--- src/rtl/lfsr.sv ---
// Fibonacci XOR LFSR, shift-left, with a built-in maximal-length tap table selected by width N.
// Asynchronous active-high reset forces all ones; a seed load overrides the shift.
module lfsr #(
  parameter int unsigned N = 4
) (
  input  logic         clk,
  input  logic         resetn,
  input  logic         load_seed,
  input  logic [N-1:0] seed_data,
  output logic [N-1:0] lfsr_data
);

  if (N < 2 || N > 32) begin : g_bad_width
    $error("lfsr: N must be in the range 2..32");
  end

  // Bit k-1 set means tap k feeds the XOR.
  function automatic logic [31:0] tap_mask(input int unsigned n);
    case (n)
      2:       tap_mask = 32'h0000_0003;
      3:       tap_mask = 32'h0000_0006;
      4:       tap_mask = 32'h0000_000C;
      5:       tap_mask = 32'h0000_0014;
      6:       tap_mask = 32'h0000_0030;
      7:       tap_mask = 32'h0000_0060;
      8:       tap_mask = 32'h0000_00B8;
      9:       tap_mask = 32'h0000_0110;
      10:      tap_mask = 32'h0000_0240;
      11:      tap_mask = 32'h0000_0500;
      12:      tap_mask = 32'h0000_0829;
      13:      tap_mask = 32'h0000_100D;
      14:      tap_mask = 32'h0000_2015;
      15:      tap_mask = 32'h0000_6000;
      16:      tap_mask = 32'h0000_D008;
      17:      tap_mask = 32'h0001_2000;
      18:      tap_mask = 32'h0002_0400;
      19:      tap_mask = 32'h0004_0023;
      20:      tap_mask = 32'h0009_0000;
      21:      tap_mask = 32'h0014_0000;
      22:      tap_mask = 32'h0030_0000;
      23:      tap_mask = 32'h0042_0000;
      24:      tap_mask = 32'h00E1_0000;
      25:      tap_mask = 32'h0120_0000;
      26:      tap_mask = 32'h0200_0023;
      27:      tap_mask = 32'h0400_0013;
      28:      tap_mask = 32'h0900_0000;
      29:      tap_mask = 32'h1400_0000;
      30:      tap_mask = 32'h2000_0029;
      31:      tap_mask = 32'h4800_0000;
      32:      tap_mask = 32'h8020_0003;
      default: tap_mask = 32'h0000_0000;
    endcase
  endfunction

  localparam logic [31:0]  TapMask = tap_mask(N);
  localparam logic [N-1:0] TapBits = TapMask[N-1:0];
  localparam logic [N-1:0] SeedOne = {{(N - 1){1'b0}}, 1'b1};

  logic [N-1:0] r_state;
  logic [N-1:0] w_next;
  logic         w_fb;

  always_comb begin
    w_fb   = ^(r_state & TapBits);
    w_next = {r_state[N-2:0], w_fb};
    if (load_seed) begin
      // All zeros would lock the register up, so substitute 1.
      w_next = (seed_data == '0) ? SeedOne : seed_data;
    end
  end

  always_ff @(posedge clk or posedge resetn) begin
    if (resetn) begin
      r_state <= '1;
    end else begin
      r_state <= w_next;
    end
  end

  assign lfsr_data = r_state;

endmodule

--- config.mk ---
export PLATFORM = sky130hd
export DESIGN_NAME = lfsr
export DESIGN_NICKNAME = d
export VERILOG_FILES = /design/src/rtl/lfsr.sv
export SDC_FILE = /design/constraint.sdc
export NUM_CORES = 1
export LEC_CHECK = 0
export BUFFER_PORTS_ARGS = -buffer_cell sky130_fd_sc_hd__buf_2
export CAP_MARGIN = 20
export CORE_AREA = 4 4 41 43
export DETAILED_ROUTE_END_ITERATION = 7
export DIE_AREA = 0 0 45 47
export RECOVER_POWER = 100
export SLEW_MARGIN = 20
export SYNTH_ARGS = -nofsm -noshare
export SYNTH_HDL_FRONTEND = slang
export SYNTH_SLANG_ARGS = --single-unit
--- constraint.sdc ---
create_clock -name clk -period 0.8 [get_ports clk]
set_input_delay 0.12 -clock clk [delete_from_list [all_inputs] [get_ports clk]]
set_output_delay 0.12 -clock clk [all_outputs]
set_load 0.03 [all_outputs]
-- Yosys cells after proc, flatten, opt, wreduce, memory -nomap -nowiden
Index checks and enable logic that the tools add are counted.
- register bits: 4
- input bits: 7
- output and inout port bits: 4
- word-level logic and storage cells: 5
- muxes and demuxes: 2
- reductions and logical operators: 2
- operators by type and width (kind ; count):
    $mux W4 ; 2
    $logic_not A4 Y1 ; 1
    $reduce_xor A4 Y1 ; 1

-- Logic depth before layout (Yosys ltp)
Gate-level depths: netlist of the first run.
- word-level depth: 3
- mapped depth: 2

-- Worst setup path after synthesis of the first run
OpenSTA, ideal clock, no wires.
- path type: register to register
- start: register r_state[2] (netlist: lfsr_data[2])
- end: register r_state[0] (netlist: lfsr_data[0])
- setup time: 0.060 ns
- arrival: 0.906 ns
- data required time: 0.740 ns
- setup slack: -0.167 ns
- stages on the path, launching flop included: 3
- buffers on the path: 0
- clock period less this slack: 0.967 ns
- path through: dfstp_2 > xor2_1 > o22a_1
- word-level cells in the longest chain between the ends: 2
- ends and longest elaborated chain (what ; RTL line ; text):
    start: declaration ; 59 ; logic [N-1:0] r_state;
    start signal: assignment ; 76 ; r_state <= w_next;
    $reduce_xor A4 Y1 ; 64 ; w_fb = ^(r_state & TapBits);
    $mux W4 ; 66 ; if (load_seed) begin
    via w_next[0] ; 60 ; logic [N-1:0] w_next;
The timed path passes the listed nets, and every way through them passes these cells.

-- Final worst setup path of the first run
- start: register r_state[2] (netlist: lfsr_data[2])
- end: output port lfsr_data[2]
- RTL lines (what ; RTL line ; text):
    end: declaration ; 10 ; output logic [N-1:0] lfsr_data
No word-level cell between the ends.

==> results.toml, run 1 <==
[status]
outcome = "finished, violations left"
violations = "setup timing"

[timing]
period_share = 1.268
fmax_ghz = 0.9859
slew_violations = 0
worst_clock_skew_ps = 0.6934
worst_pin_slew_ps = 157.8
final-hold-violation-count = 0
relSlewSlack = 0.8947
min_period_ps = 1014
fin_ws_ps = -214.3
rsz0062_at_grt = "yes"
fin_hold_ws_ps = 139.0
setup_viol = 7

[yosys]
synthTopCellsByArea = "dfstp_2 61%, mux2_2 20%, o22a_1 5.1%"
ys_seq_area_frac = 0.6131
yosysMostFrequentCell = "dfstp_2"
synth_commonest_cells = "4 x dfstp_2, 3 x mux2_2"
syn_area_um2 = 171.4
syn_area_per_cell_um2 = 14.28
synthFlopType = "dfstp_2"
ys.warnings.count = 0
ys_ff_latch = 4
synthCells = 12
syn-num-nets = 19
synthArstFlopShare = 1.000
yosys.area.top_type_share = 0.6131
synth_cell_type_count = 7
synth_edf_count = 0
synth.largest_area_cell = "dfstp_2"

[critical_path]
crit_family = "flip-flops"
path_cells = "buf_6"
crit_fanout = 2
slowest_stage = "dfstp_2"
arrival_ps = 890
worst_setup_path_end_kind = "output pin"
path_class = "flop to output pin"
cp_data_required_time_ps = 680
slowest_delay_ps = 530
startpoint_type = "flop"
path_buf_inv = 1

[pwr]
swShare = 0.2691
intPower_uw = 548.1
p_leak_nw = 0.1708
p_clk_frac = 0.330
ir_drop_mv = 0.4748
power_switching_uw = 201.8
power.density_mw_per_mm2 = 2118
combPwrFrac = 0.316
pwr-share-seq = 0.354
power_uw = 750.0

[global_route]
grt_max_degree = 6
grt_pass1_vias = 171
track_usage = 0.05864
grt_overflow = 0
grt_pass1_wl_um = 745
antenna_found_initial = 0

[clock_tree]
numCtsBuffers = 3
cts.sinks = 4
cts_root_buf = "clkbuf_4"
cts.clk_slew.worst_paths_ps = 40
cts_max_level = 1
cts_tree = "yes"
clk_path_buf_depth = 2
worstSkewPairLatency_ps = 230

[route]
routed_wirelength_um = 475
drt_first_pass_iters = 4
wl_per_cell_um = 10.56
post-route-drc-count = 0
ant_nets = 0
drt_iter0_markers = 4
vias = 161
via_per_inst = 3.578

[finish]
drive_gt1_frac = 0.8333
finish.utilization = 0.2721
largest_reg_flops = 4
area_growth_pct = 106.6
diodes = 0
n_fill_cell = 143
finalNetCount = 39

[floorplan]
coreArea_mm2 = 0.001301
row_count = 13
pin_count = 11
start_util = 0.1317
fp.dieW_um = 45
die_area_mm2 = 0.002115
die_h_um = 47

[place]
dp_worst_setup_slack_ps = -60.14
portBuffers = 10
routabilityCongestion = 0.6004

[min_path]
worst_hold_path_type = "input port to flop"

[job]
maxCapViolCount = 0
-- layout make-up --
cell class / instances / area, um^2 / share of cell area
well taps: 15 / 18.77 / 0.05300
repair buffers: 15 / 122.6 / 0.3463
inverters: 1 / 3.754 / 0.01060
flip-flops and latches: 4 / 105.1 / 0.2968
multi-input cells: 7 / 81.33 / 0.2297
clock buffers: 3 / 22.52 / 0.06360
-- final timing paths --
path | startpoint | to | slack [ps] | cells past startpoint
max | lfsr_data[2] | lfsr_data[2] | -210 | 1
max in group asynchronous | resetn | lfsr_data[1] | 250 | 3
max reg2reg | lfsr_data[3] | lfsr_data[0] | -190 | 3
min | seed_data[2] | lfsr_data[2] | 140 | 2
min in group asynchronous | resetn | lfsr_data[3] | 520 | 3
min reg2reg | lfsr_data[0] | lfsr_data[1] | 630 | 1
-- cells in the final DEF (no fill, tap or decap) --
cell           count
buf_2              6
buf_6              6
dfstp_2            4
mux2_4             3
clkbuf_4           3
buf_4              2
nor3_1             1
nand2b_1           1
xor2_2             1
o22a_1             1
inv_1              1
dlygate4sd3_1      1
-- metal layers --
metal	up-vias	GRT usage	wire length, um
met5	-	0	0
met4	0	0.05263	0
met3	0	0.04598	74
met2	12	0.08192	218
met1	72	0.05505	181
li1	77	-	-
-- stage by stage --
step                      area, um^2  instances  setup TNS [ps]
final                          354.1         45           -1170
after global routing           354.1         45           -1367
after CTS                      331.6         44           -1085
after detailed placement       247.7         37          -172.7
after global placement         247.7         37          -178.6
after floorplan                178.9         12          -241.3
-- cell families (layout without fill, tap and decap cells) --
| logic type | Yosys count | after routing | synth area share |
|---|---|---|---|
| flip-flops | 4 | 4 | 0.6131 |
| multiplexers | 3 | 3 | 0.1971 |
| AND/OR/NAND/NOR | 2 | 2 | 0.06569 |
| AO/OA/AOI/OAI | 1 | 1 | 0.05110 |
| XOR/XNOR | 1 | 1 | 0.05110 |
| buffers and inverters | 1 | 19 | 0.02188 |
-- power groups by stage --
stage               logic, mW  clock network [mW]  registers (mW)
floorplan              0.0442                   0           0.316
global placement        0.144                   0           0.265
detailed placement      0.145                   0           0.264
CTS                     0.211               0.265           0.265
global route            0.252               0.277           0.269
finish                  0.237               0.247           0.266
-- timing repair --
action                                 CTS  global route
buffers inserted                         3             1
pin swaps                                0             2
setup endpoints to repair                5             7
endpoints found under the hold margin    4             0
hold buffers                             1             0
resized for setup                        9             3
Note: power is estimated with default switching activity, not from simulation.
==> run 2: changes to the inputs <==
- BUFFER_PORTS_ARGS: -buffer_cell sky130_fd_sc_hd__buf_2 -> -buffer_cell sky130_fd_sc_hd__buf_4
==> run 2 against run 1 <==
Compared with the run above: the flow still finishes with violations (setup timing); wire length is 3.6% lower; first-iteration DRC count grew 25%; sequential power barely moved; global-route usage is 0.31 points lower; power shrank 3.1%; critical path type unchanged; largest power group unchanged.
==> results.toml, run 2 (synthesized netlist as in run 1, its figures left out) <==
[status]
outcome = "finished, violations left"
violations = "setup timing"

[pwr]
p_leak_nw = 0.1641
ir_drop_mv = 0.5805
intPower_uw = 538.7
p_clk_frac = 0.333
power.density_mw_per_mm2 = 2097
power_switching_uw = 187.9
pwr-share-seq = 0.365
combPwrFrac = 0.303
swShare = 0.2586

[critical_path]
slowest_stage = "dfstp_2"
worst_setup_path_end_kind = "output pin"
r2r-start = "lfsr_data[2]"
r2r_cells = 3
path_class = "flop to output pin"
critPathCapture = "lfsr_data[1]"
r2r_end = "lfsr_data[0]"
path_buf_inv = 1
path_cells = "buf_6"
crit_family = "flip-flops"
startpoint_type = "flop"
crit_cells = 1
ff2ff_setup_slack_ps = -180
slowest_delay_ps = 530
crit_fanout = 2
arrival_ps = 890
startpoint = "lfsr_data[1]"
cp_data_required_time_ps = 680

[timing]
relSlewSlack = 0.8893
period_share = 1.266
rsz0062_at_grt = "yes"
setup_viol = 7
slew_violations = 0
final-hold-violation-count = 0
fin_ws_ps = -212.7
fmax_ghz = 0.9875
min_period_ps = 1013
worst_pin_slew_ps = 164.8
worst_clock_skew_ps = 1.960

[clock_tree]
cts_max_level = 1
numCtsBuffers = 3
cts.sinks = 4
cts.clk_slew.worst_paths_ps = 40
cts_root_buf = "clkbuf_4"
worstSkewPairLatency_ps = 230
clk_path_buf_depth = 2
cts_tree = "yes"

[finish]
largest_reg_flops = 4
diodes = 0
final_cell_mix = "7 x buf_4, 5 x buf_6, 4 x clkbuf_4, 4 x dfstp_2, 2 x mux2_4"
finalNetCount = 38
n_fill_cell = 149
final_common_cell = "buf_4"
post-route-cell-area_um2 = 346.6
multi_input_area_um2 = 70.07
drive_gt1_frac = 0.7931
finish.utilization = 0.2663
regArea_um2 = 105.1
area_growth_pct = 102.2

[floorplan]
fp.dieW_um = 45
row_count = 13
start_util = 0.1317
pin_count = 11
coreArea_mm2 = 0.001301
die_area_mm2 = 0.002115
die_h_um = 47

[global_route]
grt_pass1_vias = 175
antenna_found_initial = 0
track_usage = 0.05556
grt_max_degree = 6
grt_overflow = 0
grt_pass1_wl_um = 683

[route]
wl_met2_um = 218
drt_first_pass_iters = 3
drt_iter0_markers = 5
routed.top_layer = "met3"
via_per_inst = 3.523
met3_length_um = 61
met1_length_um = 178
wl_per_cell_um = 10.41
post-route-drc-count = 0
routed_wirelength_um = 458
ant_nets = 0
vias = 155

[place]
place_area_um2 = 272.8
portBuffers = 10
routabilityCongestion = 0.6435

[min_path]
worst_hold_path_type = "input port to flop"
hold_depth = 2

[job]
maxCapViolCount = 0
==> run 2: area by class of cell <==
class	count	share of cell area
timing repair buffer	14	0.3646
sequential	4	0.3033
multi-input combinational	7	0.2022
clock buffer	3	0.06498
tap	15	0.05415
inverter	1	0.01083
==> run 2: worst min path at each step <==
stage | startpoint | endpoint | slack [ps]
6_report | seed_data[3] | lfsr_data[3] | 130
5_1_grt | seed_data[2] | lfsr_data[2] | 120
4_1_cts | seed_data[1] | lfsr_data[1] | 120
3_5_place_dp | resetn | lfsr_data[3] | 220
3_3_place_gp | resetn | lfsr_data[3] | 220
2_1_floorplan | resetn | lfsr_data[0] | 80
==> run 2: timing repair <==
item	CTS	global route
setup buffers	3	0
setup endpoints to repair	5	7
hold buffers	1	0
resized for setup	4	1
endpoints found under the hold margin	4	0
==> run 2: power groups by stage <==
| stage | Sequential [mW] | Combinational (mW) | Clock [mW] |
|---|---|---|---|
| floorplan | 0.316 | 0.0442 | 0 |
| global placement | 0.267 | 0.166 | 0 |
| detailed placement | 0.267 | 0.168 | 0 |
| CTS | 0.264 | 0.218 | 0.256 |
| global route | 0.269 | 0.228 | 0.274 |
| finish | 0.265 | 0.220 | 0.242 |
==> run 2: per-layer routing <==
| layer | vias up | GRT usage |
|---|---|---|
| li1 | 75 | - |
| met1 | 72 | 0.03917 |
| met2 | 8 | 0.08192 |
| met3 | 0 | 0.05747 |
| met4 | 0 | 0.05263 |
| met5 | - | 0 |
==> run 2: per-stage QoR <==
| step | setup TNS [ps] | instances | power (mW) | worst slack, ps | hold WS [ps] |
|---|---|---|---|---|---|
| CTS | -1096 | 44 | 0.7372 | -221.4 | 123.6 |
| detailed placement | -82.59 | 37 | 0.4353 | -65.11 | 221.4 |
| global placement | -83.75 | 37 | 0.4336 | -62.08 | 223.1 |
| finish | -1051 | 44 | 0.7267 | -212.7 | 133.5 |
| floorplan | -241.3 | 12 | 0.3604 | -149.9 | 75.20 |
| global route | -1250 | 44 | 0.7714 | -244.5 | 122.5 |
